[src/rtl/ref_ramp_ctrl.sv]
`default_nettype none
// ============================================================================
// ref_ramp_ctrl : slews the servo reference toward a latched target in
//                 bounded steps, one step per tick. Optional clamp: REF_CLAMP_EN
// Revision 1.0
// ============================================================================
module ref_ramp_ctrl #(
    parameter int TICK_DIV = 50000,
    parameter int STEP     = 1,
    parameter int REF_MIN  = 0,
    parameter int REF_MAX  = 180
) (
    input  logic        clk,
    input  logic        rst,
    input  logic        enviar,
    input  logic        hold,
    input  logic [7:0]  ref_in,
    output logic [19:0] ref_out,
    output logic [7:0]  ref_cur,
    output logic [7:0]  target,
    output logic        busy,
    output logic        done
);

    localparam int                 CNT_W    = (TICK_DIV > 1) ? $clog2(TICK_DIV) : 1;
    localparam logic [CNT_W-1:0]   CNT_LAST = CNT_W'(TICK_DIV - 1);
    localparam logic [8:0]         STEP_W   = 9'(STEP);
    localparam logic [7:0]         STEP_B   = 8'(STEP);

    if (TICK_DIV < 1 || STEP < 1 || STEP > 255 || REF_MIN > REF_MAX) begin : g_bad_cfg
        $error("ref_ramp_ctrl: invalid parameter set");
    end

    typedef enum logic [1:0] {
        IDLE = 2'd0,
        RAMP = 2'd1,
        DONE = 2'd2
    } state_t;

    state_t             state_q, state_d;
    logic [2:0]         sync_q, sync_d;
    logic [CNT_W-1:0]   cnt_q, cnt_d;
    logic [7:0]         cur_q, cur_d;
    logic [7:0]         tgt_q, tgt_d;
    logic               pend_q, pend_d;
    logic               busy_q, busy_d;
    logic               done_q, done_d;
    logic               send_p;
    logic               go;
    logic               tick;
    logic [8:0]         diff;
    logic [7:0]         ref_new;

    assign sync_d = {sync_q[1:0], enviar};
    assign send_p = sync_q[1] & ~sync_q[2];

`ifdef REF_CLAMP_EN
    always_comb begin
        ref_new = ref_in;
        if (int'(ref_in) < REF_MIN) begin
            ref_new = 8'(REF_MIN);
        end else if (int'(ref_in) > REF_MAX) begin
            ref_new = 8'(REF_MAX);
        end
    end
`else
    assign ref_new = ref_in;
`endif

    always_comb begin
        state_d = state_q;
        cnt_d   = cnt_q;
        cur_d   = cur_q;
        tgt_d   = tgt_q;
        pend_d  = 1'b0;
        tick    = 1'b0;
        diff    = 9'd0;
        go      = send_p | pend_q;

        case (state_q)
            IDLE: begin
                if (go) begin
                    tgt_d   = ref_new;
                    cnt_d   = '0;
                    state_d = (ref_new == cur_q) ? DONE : RAMP;
                end
            end
            RAMP: begin
                tick = ~hold & (cnt_q == CNT_LAST);
                if (!hold) begin
                    cnt_d = (cnt_q == CNT_LAST) ? '0 : cnt_q + CNT_W'(1);
                end
                if (tick) begin
                    diff = (tgt_q >= cur_q) ? ({1'b0, tgt_q} - {1'b0, cur_q})
                                            : ({1'b0, cur_q} - {1'b0, tgt_q});
                    if (diff <= STEP_W) begin
                        cur_d   = tgt_q;
                        state_d = DONE;
                    end else if (tgt_q > cur_q) begin
                        cur_d = cur_q + STEP_B;
                    end else begin
                        cur_d = cur_q - STEP_B;
                    end
                end
                // A retarget sees the post-tick reference, so a coinciding tick is never lost
                if (send_p) begin
                    tgt_d   = ref_new;
                    state_d = (ref_new == cur_d) ? DONE : RAMP;
                end
            end
            DONE: begin
                state_d = IDLE;
                pend_d  = send_p;
            end
            default: begin
                state_d = IDLE;
            end
        endcase

        busy_d = (state_d == RAMP);
        done_d = (state_d == DONE);
    end

    always_ff @(posedge clk or negedge rst) begin
        if (!rst) begin
            state_q <= IDLE;
            sync_q  <= 3'b000;
            cnt_q   <= '0;
            cur_q   <= 8'd0;
            tgt_q   <= 8'd0;
            pend_q  <= 1'b0;
            busy_q  <= 1'b0;
            done_q  <= 1'b0;
        end else begin
            state_q <= state_d;
            sync_q  <= sync_d;
            cnt_q   <= cnt_d;
            cur_q   <= cur_d;
            tgt_q   <= tgt_d;
            pend_q  <= pend_d;
            busy_q  <= busy_d;
            done_q  <= done_d;
        end
    end

    assign ref_out = {12'b0, cur_q};
    assign ref_cur = cur_q;
    assign target  = tgt_q;
    assign busy    = busy_q;
    assign done    = done_q;

endmodule
`default_nettype wire

[config.mk]
export PLATFORM = sky130hd
export DESIGN_NAME = ref_ramp_ctrl
export DESIGN_NICKNAME = d
export VERILOG_FILES = /design/src/rtl/ref_ramp_ctrl.sv
export SDC_FILE = /design/constraint.sdc
export NUM_CORES = 1
export LEC_CHECK = 0
export CAP_MARGIN = 20
export CORE_AREA = 2 2 90 92
export DETAILED_ROUTE_END_ITERATION = 8
export DIE_AREA = 0 0 92 94
export PLACE_DENSITY = 0.69
export SLEW_MARGIN = 5
export SYNTH_ARGS = -nofsm -noshare
export SYNTH_HDL_FRONTEND = slang
export SYNTH_SLANG_ARGS = --single-unit
[constraint.sdc]
create_clock -name clk -period 12.9 [get_ports clk]
set_input_delay 1.935 -clock clk [delete_from_list [all_inputs] [get_ports clk]]
set_output_delay 1.935 -clock clk [all_outputs]
set_load 0.03 [all_outputs]
==> reports/summary.txt <==
Outcome: completed
Tightest Pin Transition: 934 ps
Dpl cells: 530
Power density cells: 92.1 mW/mm^2
DIE AREA: 0.00865 sq mm
Post-CTS setup buffers: 0
Die Wd: 92 um
Fmax: 195 MHz
Max_slew headroom: 0.378
Highest cell delay on the worst timing path: 680 ps
Worst vdd ir: 0.0000678 V
GP Congestion: 0.993
Num CTS Buffers: 5
Clock sink total: 40
Dpl hpwl: 6780 um
Die height: 94 um
Crit path arrival time: 5300 ps
Kind of end point of the critical path: register
Total power: 0.000357 W
Clock Power Share: 0.230
Sw power: 0.000135 W
Syn Inst Count: 416
Drt wl/cell: 16.7 um
Row cnt: 32
CTS clk-pin slew, worst paths: 80 ps
Critical Path RT: 13080 ps
Total negative setup slack: 0 ps
Sequential fraction of the synthesis area: 0.287
GRT Util Overall: 0.209
Sequential power share: 0.425
Worst setup margin: 7780 ps
Post-route DRC: 0
Initial core utilization: 0.458
Post-Route WL: 8960 um
CP max FO: 9
Dpl ws: 7910 ps
CP max-delay cell: o22ai_1
Post-synth EDFFs: 0
Max Slew Vio Count: 0
Dominant synthesized flop cell: dfrtp_1
Final period util: 0.397
Syn_area_per_cell: 8.37 sq um
Initial antenna violation count: 0
Vias post-DR: 3092
Fraction of layout cells with a size suffix above 1: 0.0436
Maxcap violations: 0
Area grow syn2layout: 11.2%
I/O pin cnt: 50
Minimum clock period after layout: 5120 ps
Worst hold path class: register to register
Gates resized, CTS repair: 0
Diode count: 0
Kind of critical path: register to register
CTS tree: built
Buffers added on ports: 37
Synthesis Warnings: 0
GRT overflow: 0
Max clock buf depth: 2
Pleak: 1.65 nW
Final #Nets: 474
H-tree levels: 2
Worst Skew: 9.30 ps
Net Sw Frac: 0.379
Number of synthesized register bits: 40
RSZ-0062 raised after global routing: false
Routed Antenna Nets: 0
Synth unique cells: 67
Core footprint: 0.00761 sq mm
Iter 0 DRT Violations: 156
CTS Hold Bufs: 0
Startpoint types: register
Vias per cell: 5.75
Vias in the first global route: 2890
Clk_lat worst skew: 300 ps
Final setup viols: 0
Hold Fails Final Rpt: 0
Fin cells: 538
Largest net degree at the start of global routing: 41
Internal cell power: 0.000222 W
DR pass1 iterations: 5
Power share of the combinational group: 0.345
Fraction of registers with async set/reset: 1.00
First-pass GRT wire length: 14500 um
Critical-path cell list: inv_1 -> ha_1 -> nor2b_1 -> o2111ai_1 -> a31oi_1 -> o22ai_1 -> ha_1 -> a21oi_1 -> a21boi_0 -> o21ai_1 -> mux2i_1 -> and3_1 -> o211ai_1 -> mux2_4 -> a21oi_1 -> nand4_1 -> o41a_1 -> o32ai_1
Root buffer cell: clkbuf_8
Synthesized area: 0.00348 sq mm
## power groups by stage
stage	sequential [W]	combinational (W)	clock [W]
2_1_floorplan	0.000157	0.0000847	0
3_3_place_gp	0.000153	0.000121	0
3_5_place_dp	0.000153	0.000122	0
4_1_cts	0.000151	0.000122	0.0000843
5_1_grt	0.000153	0.000136	0.0000881
6_report	0.000152	0.000123	0.0000820
## cells by family after synthesis
| group | Yosys count | synth area share |
|---|---|---|
| buf+inv | 63 | 0.0959 |
| fa+ha+maj | 26 | 0.0999 |
| xor+xnor | 34 | 0.0855 |
| mux | 6 | 0.0190 |
| other cells | 1 | 0.00108 |
| flops | 40 | 0.287 |
| simple gates | 132 | 0.189 |
| compound gates | 114 | 0.223 |
## layout make-up
class                      count  area [sq um]
clock buffer                   5          68.8
clock inverter                 2          12.5
fill                         756          3730
inverter                      27           101
multi-input combinational    324          2190
sequential                    40          1000
tap                          102           128
timing repair buffer          38           373
## worst paths after layout
kind / from / end / slack (ps) / depth (start not counted)
worst max-delay path: ref_cur[1]$_DFFE_PN0P_ / done$_DFF_PN0_ / 7780 / 18
worst min-delay path: sync_q[0]$_DFF_PN0_ / sync_q[1]$_DFF_PN0_ / 360 / 0
worst max register to register: ref_cur[1]$_DFFE_PN0P_ / done$_DFF_PN0_ / 7780 / 18
worst min register to register: sync_q[0]$_DFF_PN0_ / sync_q[1]$_DFF_PN0_ / 360 / 0
max in group asynchronous: rst / ref_cur[0]$_DFFE_PN0P_ / 10540 / 1
min in group asynchronous: rst / cnt_q[10]$_DFFE_PN0P_ / 1780 / 1
## critical path: cells and delay by family (launching register included)
family	cells	cell delay, ps
muxes	2	490
AOI/OAI and AO/OA	10	2550
DFF	1	570
adders and majority gates	2	760
and+or+nand+nor	3	480
buffers and inverters	1	150
## cells in the final DEF (no fill, tap or decap), types with 4 or more instances in the layout
cell type / count
a211oi_1: 7
a21oi_1: 28
a221o_1: 4
a31oi_1: 4
and3_1: 6
clkbuf_8: 5
clkdlybuf4s50_1: 36
conb_1: 12
dfrtp_1: 40
ha_1: 23
inv_1: 27
mux2i_1: 4
nand2_1: 34
nand3_1: 10
nand4_1: 9
nor2_1: 37
nor2b_1: 6
nor3_1: 11
o21ai_0: 26
o31ai_1: 5
or3_1: 7
xnor2_1: 15
xor2_1: 19
## registers in the layout, summed over array words and instances (netlist names)
register	flops
state_q	2
target	8
sync_q	3
pend_q	1
cnt_q	16
busy	1
done	1
ref_cur	8
## per-stage QoR
step           utilization  cell area [sq um]  hold slack, ps
2_1_floorplan            -               3520             331
3_3_place_gp         0.498               3780             344
3_5_place_dp         0.498               3780             337
4_1_cts              0.508               3870             366
5_1_grt              0.509               3870             383
6_report             0.509               3870             365
## synthesized netlist by cell type (4+ instances only)
| master | number | area share |
|---|---|---|
| clkbuf_1 | 9 | 0.0097 |
| a211oi_1 | 7 | 0.015 |
| inv_1 | 27 | 0.029 |
| nor2b_1 | 6 | 0.011 |
| xnor2_1 | 15 | 0.038 |
| o21ai_0 | 26 | 0.037 |
| nor2_1 | 37 | 0.040 |
| nand3_1 | 10 | 0.014 |
| buf_4 | 21 | 0.045 |
| or3_1 | 7 | 0.013 |
| mux2i_1 | 4 | 0.011 |
| xor2_1 | 19 | 0.048 |
| dfrtp_1 | 40 | 0.29 |
| nor3_1 | 11 | 0.016 |
| nand4_1 | 9 | 0.016 |
| nand2_1 | 34 | 0.037 |
| a221o_1 | 4 | 0.011 |
| ha_1 | 23 | 0.083 |
| o31ai_1 | 5 | 0.011 |
| and3_1 | 6 | 0.011 |
| a21oi_1 | 28 | 0.040 |
| a31oi_1 | 4 | 0.0072 |
## per-layer routing
metal / up-vias / wire length, um / track usage
met4: 0 / 167 / 0.0609
met1: 1495 / 4170 / 0.287
met3: 14 / 380 / 0.0225
li1: 1493 / - / -
met5: - / 0 / 0
met2: 90 / 4240 / 0.349
(Power assumes the default switching activity.)
